==> src/rtl/elm_pkg.sv <==
// Shared constants and state encoding for the ELM inference engine output stage.
package elm_pkg;

    localparam int N            = 21;
    localparam int FRAC         = 15;
    localparam int IDX_W        = 7;
    localparam int GUARD        = 6;
    localparam int MULT_LATENCY = 21;
    localparam int ACC_W        = N + GUARD;

    localparam logic [N-1:0] Q_MAX = 21'h0FFFFF;
    localparam logic [N-1:0] Q_MIN = 21'h100000;
    localparam logic [N-1:0] Q_ONE = 21'h08000;

    typedef enum logic [2:0] {
        S_IDLE,
        S_FETCH,
        S_LOAD,
        S_KICK,
        S_WAIT,
        S_ACCUM,
        S_DONE
    } state_t;

endpackage

==> src/rtl/elm_sat_trunc.sv <==
// Combinational saturation of a guarded signed accumulator down to N bits, with clip flag.
module elm_sat_trunc #(
    parameter int N     = 21,
    parameter int ACC_W = 27
) (
    input  logic signed [ACC_W-1:0] acc,
    output logic        [N-1:0]     y,
    output logic                    clipped
);

    localparam logic signed [ACC_W-1:0] MAX_V = {{(ACC_W-N+1){1'b0}}, {(N-1){1'b1}}};
    localparam logic signed [ACC_W-1:0] MIN_V = {{(ACC_W-N+1){1'b1}}, {(N-1){1'b0}}};

    always_comb begin
        y       = acc[N-1:0];
        clipped = 1'b0;
        if (acc > MAX_V) begin
            y       = MAX_V[N-1:0];
            clipped = 1'b1;
        end else if (acc < MIN_V) begin
            y       = MIN_V[N-1:0];
            clipped = 1'b1;
        end
    end

endmodule

==> src/rtl/elm_output_accumulator.sv <==
// Output-neuron sequencer: fetches H/W21 per hidden neuron, launches the shift-add
// multiplier, accumulates the products onto the bias and emits a saturated Q5.15 score.
module elm_output_accumulator
    import elm_pkg::*;
(
    input  logic             clock,
    input  logic             reset,
    input  logic             start,
    input  logic [IDX_W-1:0] num_hidden,
    input  logic [N-1:0]     bias,
    output logic [IDX_W-1:0] mem_idx,
    input  logic [N-1:0]     h_data,
    input  logic [N-1:0]     w_data,
    output logic [N-1:0]     mult_M,
    output logic [N-1:0]     mult_Q,
    output logic             mult_ready,
    input  logic [N-1:0]     mult_product,
    output logic [N-1:0]     y,
    output logic             y_valid,
    output logic             busy,
    output logic             sat_flag
);

    localparam int CNT_W = $clog2(MULT_LATENCY);

    state_t                  state_q, state_d;
    logic [IDX_W-1:0]        idx_q, idx_d;
    logic [IDX_W-1:0]        n_q, n_d;
    logic signed [ACC_W-1:0] acc_q, acc_d;
    logic [CNT_W-1:0]        cnt_q, cnt_d;
    logic [N-1:0]            m_q, m_d;
    logic [N-1:0]            q_q, q_d;
    logic [N-1:0]            y_q, y_d;
    logic                    sat_q, sat_d;
    logic                    y_valid_q, y_valid_d;

    logic [IDX_W-1:0]        idx_inc;
    logic [N-1:0]            sat_y;
    logic                    sat_clip;

    assign idx_inc = idx_q + IDX_W'(1);

    always_comb begin
        state_d = state_q;
        idx_d   = idx_q;
        n_d     = n_q;
        acc_d   = acc_q;
        cnt_d   = cnt_q;
        m_d     = m_q;
        q_d     = q_q;
        case (state_q)
            S_IDLE: begin
                if (start) begin
                    n_d     = num_hidden;
                    acc_d   = {{GUARD{bias[N-1]}}, bias};
                    idx_d   = '0;
                    state_d = (num_hidden == '0) ? S_DONE : S_FETCH;
                end
            end
            S_FETCH: state_d = S_LOAD;
            S_LOAD: begin
                m_d     = h_data;
                q_d     = w_data;
                state_d = S_KICK;
            end
            S_KICK: begin
                cnt_d   = '0;
                state_d = S_WAIT;
            end
            S_WAIT: begin
                cnt_d = cnt_q + CNT_W'(1);
                if (cnt_q == CNT_W'(MULT_LATENCY - 1)) begin
                    state_d = S_ACCUM;
                end
            end
            S_ACCUM: begin
                acc_d   = acc_q + {{GUARD{mult_product[N-1]}}, mult_product};
                idx_d   = idx_inc;
                state_d = (idx_inc == n_q) ? S_DONE : S_FETCH;
            end
            S_DONE:  state_d = S_IDLE;
            default: state_d = S_IDLE;
        endcase
    end

    // Score is registered on entry to DONE so y and y_valid are both visible in the DONE cycle.
    elm_sat_trunc #(
        .N    (N),
        .ACC_W(ACC_W)
    ) u_sat (
        .acc    (acc_d),
        .y      (sat_y),
        .clipped(sat_clip)
    );

    always_comb begin
        y_d       = y_q;
        sat_d     = sat_q;
        y_valid_d = 1'b0;
        if (state_d == S_DONE) begin
            y_d       = sat_y;
            sat_d     = sat_clip;
            y_valid_d = 1'b1;
        end
    end

    always_ff @(posedge clock) begin
        if (reset) begin
            state_q   <= S_IDLE;
            idx_q     <= '0;
            n_q       <= '0;
            acc_q     <= '0;
            cnt_q     <= '0;
            m_q       <= '0;
            q_q       <= '0;
            y_q       <= '0;
            sat_q     <= 1'b0;
            y_valid_q <= 1'b0;
        end else begin
            state_q   <= state_d;
            idx_q     <= idx_d;
            n_q       <= n_d;
            acc_q     <= acc_d;
            cnt_q     <= cnt_d;
            m_q       <= m_d;
            q_q       <= q_d;
            y_q       <= y_d;
            sat_q     <= sat_d;
            y_valid_q <= y_valid_d;
        end
    end

    assign mem_idx    = idx_q;
    assign mult_M     = m_q;
    assign mult_Q     = q_q;
    assign mult_ready = (state_q == S_KICK);
    assign busy       = (state_q != S_IDLE);
    assign y          = y_q;
    assign y_valid    = y_valid_q;
    assign sat_flag   = sat_q;

endmodule

==> config.mk <==
export PLATFORM = sky130hd
export DESIGN_NAME = elm_output_accumulator
export DESIGN_NICKNAME = d
export VERILOG_FILES = /design/src/rtl/elm_pkg.sv /design/src/rtl/elm_sat_trunc.sv /design/src/rtl/elm_output_accumulator.sv
export SDC_FILE = /design/constraint.sdc
export NUM_CORES = 1
export LEC_CHECK = 0
export ABC_AREA = 1
export BUFFER_PORTS_ARGS = -buffer_cell sky130_fd_sc_hd__clkbuf_2
export CAP_MARGIN = 15
export CORE_UTILIZATION = 25
export CTS_CLUSTER_SIZE = 14
export DETAILED_ROUTE_END_ITERATION = 8
export MAX_ROUTING_LAYER = met4
export PLACE_DENSITY_LB_ADDON = 0.15
export RECOVER_POWER = 25
export SETUP_SLACK_MARGIN = 0.5
export SLEW_MARGIN = 40
export SYNTH_ARGS = -nofsm -noshare
export SYNTH_HDL_FRONTEND = slang
export SYNTH_SLANG_ARGS = --single-unit
==> constraint.sdc <==
create_clock -name clock -period 2.7 [get_ports clock]
set_input_delay 0.405 -clock clock [delete_from_list [all_inputs] [get_ports clock]]
set_output_delay 0.405 -clock clock [all_outputs]
set_load 0.03 [all_outputs]
==> results.yml, run 1 <==
finish:
  areaGrowthSynthToFinish_pct: 45.74
  antennaDiodeCount: 0
  final_nets: 1415
  final_common_cell: "nand2_1"
  drive_above_1_share: 0.3528
  mostFrequentLayoutCells: "nand2_1, nor2_1, clkbuf_2"
  fillers: 2963
  final_cells: 1676
critical_path:
  critical-path-slowest-cell: "dfxtp_2"
  crit_path_end_kind: "flip-flop"
  cp.depth: 19
  regToRegSetupSlack_ns: 0.19
  path_class: "flip-flop to flip-flop"
  max_stage_delay_ns: 0.35
  crit_family: "simple AND/OR/NAND/NOR gates"
  rr_worst_depth: 19
  path_buf_inv: 3
  cp.required_ns: 3.00
  cp-start-kind: "flip-flop"
  path_max_fanout: 8
  worst_ep_arrival_time_ns: 2.81
  crit_top_cell: "nand2_4"
  cp_cell_sequence: "ha_4, inv_2, fa_2, inv_2, nand2_4, nand2_4, nand2_4, o21ai_4, nand2_2, nand3_1, nand2_1, nand3_2, nand2_2, inv_2, nand4_1, nand2_4, nand2_8, nor2_4, nor2_2"
detailed_routing:
  wire_per_inst_um: 14.34
  route.met2.wl_um: 10400
  vias: 7436
  wl_met1_um: 12090
  drt_iter0_markers: 421
  top_layer: "met4"
  drc: 0
  wl_um: 24030
  drtPass1Iterations: 5
  route.met3.wl_um: 1159
  ant_nets: 0
  via_per_inst: 4.437
timing:
  max_freq_mhz: 398.9
  hold_viol: 0
  setup_violations: 0
  period_share: 0.9286
  drv_slew: 0
  worst_pin_slew_ns: 0.5711
  final.min_clock_period_ns: 2.507
  tns_ns: 0
  rsz0062_at_grt: "true"
  hold_slack_ns: 0.2155
  relSlewSlack: 0.6152
  finalClockSkew_ns: 0.008990
synthesis:
  syn-instance-count: 1073
  synth_seq_cells: 114
  yosysWarnings: 0
  async_flop_share: 0
  seq_area_frac_synth: 0.3282
  synthesis.nets: 1197
  synth_area_mm2: 0.006953
  synth-edff-count: 0
  synth.avg_cell_area_um2: 6.480
  synth.distinct_cells: 47
  synthFlopType: "dfxtp_1"
pwr:
  p_switching_mw: 2.505
  power.share.combinational: 0.369
  internal_power_mw: 4.061
  vdd_drop_max_mv: 0.3713
  leakagePower_nw: 4.669
  powerDensity_mw_per_mm2: 647.9
  power_frac_clock: 0.320
  share_seq_of_total_power: 0.311
  swShare: 0.3815
status:
  status: "complete, no violations"
grt:
  grt_max_degree: 47
  grt_use_total: 0.1732
  grt_overflow: 0
  grt_pass1_vias: 7107
  antenna_found_initial: 0
  grt_pass1_wl_um: 37270
placement:
  gp_congestion: 0.8655
  dp_hpwl_um: 18070
  io_buffers: 167
  numPlacedInstances: 1625
clocking:
  cts-root-buf: "clkbuf_16"
  htree_levels: 4
  clk_latency_ns: 0.41
  clkSlewWorstSetupHoldPaths_ns: 0.05
  cts_buffers: 17
  cts_sinks: 114
  cts_max_path_buffers: 2
  cts_tree: "built"
die:
  die-area_mm2: 0.02848
  pin_count: 168
  die_x_um: 168.8
  fp-row-count: 60
  core_region_area_mm2: 0.02710
  start_util: 0.2566
  die_h_um: 168.8
job:
  max-cap-violations: 0
hold_path:
  hold_class: "primary input to flip-flop"
  whs_path_depth: 3
==> routing by layer <==
layer / GRT usage / vias up
li1: - / 3889
met2: 0.2589 / 168
met3: 0.03110 / 20
met4: 0.04822 / 0
met1: 0.2377 / 3359
met5: - / -
==> kinds of logic after synthesis <==
logic type	after synthesis	synth area share
AND/OR/NAND/NOR	551	0.3473
AO/OA/AOI/OAI	195	0.1576
buffers and inverters	173	0.09915
flip-flops	114	0.3282
adder cells (fa/ha/maj)	30	0.05507
XOR/XNOR	10	0.01260
==> repair_timing <==
item / 4_1_cts / 5_1_grt
endpoints found under the setup margin: 31 / 34
resized for setup: 110 / 119
pin swaps: 18 / 39
hold buffers: 0 / 0
buffers inserted: 11 / 6
gates cloned: 1 / 1
==> power groups by stage <==
stage               Clock [mW]  Combinational [mW]  Sequential (mW)
floorplan                    0                1.17             2.15
global placement             0                1.99             2.03
detailed placement           0                1.98             2.03
CTS                       2.16                2.24             2.02
global route              2.23                2.66             2.06
finish                    2.10                2.42             2.04
==> cells in the mapped netlist, types with 6 or more instances <==
library cell / number / share of area
a21oi_1: 55 / 0.040
a21oi_2: 9 / 0.011
clkbuf_1: 30 / 0.016
dfxtp_1: 114 / 0.33
ha_1: 29 / 0.052
inv_1: 120 / 0.065
inv_2: 11 / 0.0059
nand2_1: 226 / 0.12
nand2_2: 17 / 0.015
nand3_1: 54 / 0.039
nand3_2: 6 / 0.0086
nand4_1: 10 / 0.0090
nor2_1: 198 / 0.11
nor2_2: 10 / 0.0090
o211ai_1: 10 / 0.011
o21ai_0: 97 / 0.070
o221ai_1: 6 / 0.0076
or2_2: 9 / 0.0081
xor2_1: 8 / 0.010
==> final cells by class <==
class / count / area [µm²] / area share
multi-input combinational: 788 / 4902 / 0.4838
sequential: 114 / 2340 / 0.2309
timing repair buffer: 236 / 1350 / 0.1332
inverter: 134 / 520.5 / 0.05136
tap: 372 / 465.4 / 0.04593
clock buffer: 19 / 442.9 / 0.04371
clock inverter: 13 / 112.6 / 0.01111
==> final timing paths <==
| path | to | from |
|---|---|---|
| worst min register to register | cnt_q[4] | cnt_q[4] |
| worst max register to register | y[12] | acc_q[0] |
| worst min-delay path | mult_M[3] | h_data[3] |
| worst max-delay path | y[12] | acc_q[0] |
==> sequential cells by signal, summed over array words and instances, names as in the netlist <==
register,cells
n_q,7
mem_idx,7
y_valid,1
acc_q,27
state_q,3
cnt_q,5
sat_flag,1
mult_Q,21
mult_M,21
y,21
==> metrics by stage <==
stage | instance area [µm²] | setup slack [ns] | util | power, mW
floorplan | 6982 | 0.3530 | - | 3.319
global placement | 8517 | -0.1438 | 0.3143 | 4.021
detailed placement | 8517 | -0.1599 | 0.3143 | 4.007
CTS | 9717 | 0.2175 | 0.3585 | 6.418
global route | 10130 | 0.04024 | 0.3739 | 6.955
finish | 10130 | 0.1928 | 0.3739 | 6.566
==> worst min-delay path, delay by kind of cell <==
family                 cells  cell delay (ns)
AND/OR/NAND/NOR            2             0.11
buffers and inverters      1             0.07
Note: power is estimated with default switching activity, not from simulation.
==> run 2, diff against run 1 <==
Settings changed: ABC_AREA 1 to default.
==> run 2 against run 1 <==
Net effect:
- the flow now finishes with violations (setup timing)
- die area fell by 10%
- clock skew increased by 0.0061 ns
- flip-flop and latch count stayed put
- via count decreased by 11%
- design area decreased by 5.8%
- cell count shrank 16%
- synthesized area fell by 10%
- utilization increased by 1.8 points
- maximum frequency shrank 18%
- sequential share of layout area grew 1.0 points
- total power grew 1.4%
- register-to-register slack lost 0.55 ns
- largest power group unchanged
==> results.yml, run 2 <==
critical_path:
  path_max_fanout: 20
  cp.depth: 15
  cp_cell_sequence: "ha_4, inv_2, fa_2, nand2b_4, a21o_1, a31o_4, o31a_4, o31ai_1, buf_4, nor3_4, buf_12, nor3_4, a31oi_2, buf_12, o211ai_1"
  r2r-start: "acc_q[0]"
  cp-start-kind: "flip-flop"
  rr_worst_depth: 15
  timing.rr.end: "y[4]"
  worst_ep_arrival_time_ns: 3.39
  crit_family: "compound AO/OA/AOI/OAI gates"
  cp-startpoint: "acc_q[0]"
  critical-path-slowest-cell: "dfxtp_2"
  path_class: "flip-flop to flip-flop"
  path_buf_inv: 4
  max_stage_delay_ns: 0.35
  crit_path_end_kind: "flip-flop"
  regToRegSetupSlack_ns: -0.35
  endpoint: "y[4]"
  cp.required_ns: 3.04
finish:
  drive_above_1_share: 0.3826
  areaGrowthSynthToFinish_pct: 53.44
  final_common_cell: "nand2_1"
  mostFrequentLayoutCells: "nand2_1, clkbuf_2, buf_4"
  regMostFlops: "acc_q"
  antennaDiodeCount: 0
  largest_reg_flops: 27
  finalInstanceArea_mm2: 0.009549
  fin_util: 0.3915
  final_nets: 1193
synthesis:
  synth.largest_area_cell: "dfxtp_1"
  yosysWarnings: 0
  synthesis.nets: 900
  synth_area_mm2: 0.006223
  synthFlopType: "dfxtp_1"
  synthTopCellsByCount: "nand2_1, dfxtp_1, a21oi_1"
  syn-instance-count: 776
  async_flop_share: 0
  synth.avg_cell_area_um2: 8.020
  synth_top_area_share: 0.3667
  synth.distinct_cells: 76
  synth_area_leaders: "dfxtp_1, nand2_1, a21oi_1, ha_1, nor2_1"
  synth_seq_cells: 114
  seq_area_frac_synth: 0.3667
  synth.most_common_cell: "nand2_1"
  synth-edff-count: 0
die:
  fp-row-count: 57
  core_region_area_mm2: 0.02439
  die_h_um: 159.8
  die-area_mm2: 0.02553
  start_util: 0.2552
  pin_count: 168
  die_x_um: 159.8
timing:
  final.min_clock_period_ns: 3.054
  finalClockSkew_ns: 0.01512
  drv_slew: 0
  rsz0062_at_grt: "true"
  setup_slack_ns: -0.3540
  relSlewSlack: 0.06519
  max_freq_mhz: 327.4
  period_share: 1.131
  setup_violations: 27
  worst_pin_slew_ns: 1.402
  hold_viol: 0
status:
  status: "finished, violations left"
  violations: "setup timing"
clocking:
  clk_latency_ns: 0.42
  htree_levels: 4
  cts_buffers: 17
  cts_sinks: 114
  cts_tree: "built"
  hold_buffers: 0
  clkSlewWorstSetupHoldPaths_ns: 0.07
  cts-root-buf: "clkbuf_16"
  cts_max_path_buffers: 2
grt:
  grt_max_degree: 65
  grt_pass1_vias: 6368
  grt_use_total: 0.1748
  antenna_found_initial: 0
  grt_pass1_wl_um: 34150
  grt_overflow: 0
detailed_routing:
  drc: 0
  drtPass1Iterations: 5
  wire_per_inst_um: 15.47
  wl_um: 21750
  vias: 6619
  drt_iter0_markers: 392
  via_per_inst: 4.708
  ant_nets: 0
placement:
  gp_congestion: 0.8135
  placed_area_mm2: 0.008262
  dp_hpwl_um: 15740
  io_buffers: 167
  pre_cts_ws_ns: -0.6311
hold_path:
  hold_class: "primary input to flip-flop"
job:
  max-cap-violations: 0
pwr:
  powerDensity_mw_per_mm2: 696.9
  total_power_mw: 6.655
  leakagePower_nw: 4.031
  vdd_drop_max_mv: 0.4104
## run 2: cell count changes in the layout (fill, tap and decap cells not counted), moves of 20 or more
cell / before / now
nand2_1: 194 / 158
inv_1: 115 / 13
buf_4: 63 / 128
nand2b_1: 0 / 20
buf_6: 2 / 23
nor2_1: 167 / 56
nand2_2: 39 / 1
nand3_1: 32 / 12
nand3_2: 23 / 2
o21ai_0: 83 / 16
a21oi_1: 42 / 89
## run 2: layer usage
layer  part of all wire  global-route usage  up-vias
li1                   -                   -     3353
met1               0.48              0.2269     3084
met2               0.46              0.2711      159
met3              0.042             0.03195       23
met4              0.018             0.06190        0
met5                  0                   -        -
## run 2: cell type report
type,count,area [µm²]
flip-flops and latches,114,2302
inverters,14,52.55
clock inverters,15,157.7
well taps,324,405.4
clock buffers,17,425.4
fillers,2560,14840
multi-input cells,599,4113
repair buffers,323,2093
## run 2: tightest hold or removal path, delay by kind of cell
kind | cells | cell delay (ns)
buf+inv | 1 | 0.08
compound gates | 1 | 0.05
simple gates | 1 | 0.04
## run 2: worst min path at each step
stage | from | to | slack [ns] | cells past startpoint
4_1_cts | w_data[16] | mult_Q[16] | 0.18 | 3
3_3_place_gp | mult_M[10] | mult_M[10] | 0.44 | 2
2_1_floorplan | n_q[1] | n_q[1] | 0.45 | 2
5_1_grt | w_data[16] | mult_Q[16] | 0.19 | 3
6_report | w_data[14] | mult_Q[14] | 0.20 | 3
3_5_place_dp | mult_M[5] | mult_M[5] | 0.45 | 2
## run 2: logic make-up after synthesis
kind of cell	count (synthesis)	synth area share
simple gates	313	0.2270
compound gates	224	0.2521
flops	114	0.3667
buf+inv	63	0.04765
xor+xnor	32	0.04503
fa+ha+maj	30	0.06152
## run 2: repair_timing
action                                 4_1_cts  5_1_grt
setup endpoints to repair                   42       46
endpoints found under the hold margin        0        0
pin swaps                                   32       33
buffers inserted                            20       15
resized for setup                           63       39
## run 2: per-stage QoR
stage | cells | setup TNS [ns] | hold WS [ns]
5_1_grt | 1406 | -11.14 | 0.1854
4_1_cts | 1391 | -7.454 | 0.1788
3_3_place_gp | 1339 | -13.28 | 0.4417
2_1_floorplan | 776 | -6.018 | 0.4481
3_5_place_dp | 1339 | -14.08 | 0.4458
6_report | 1406 | -7.559 | 0.1967
## run 2: power by group
part	leakage, nW	total [mW]	internal [mW]	switching (mW)
Combinational	2.82	2.42	1.10	1.32
Sequential	0.932	1.96	1.85	0.114
Clock	0.282	2.27	1.31	0.960
Total	4.03	6.66	4.26	2.40
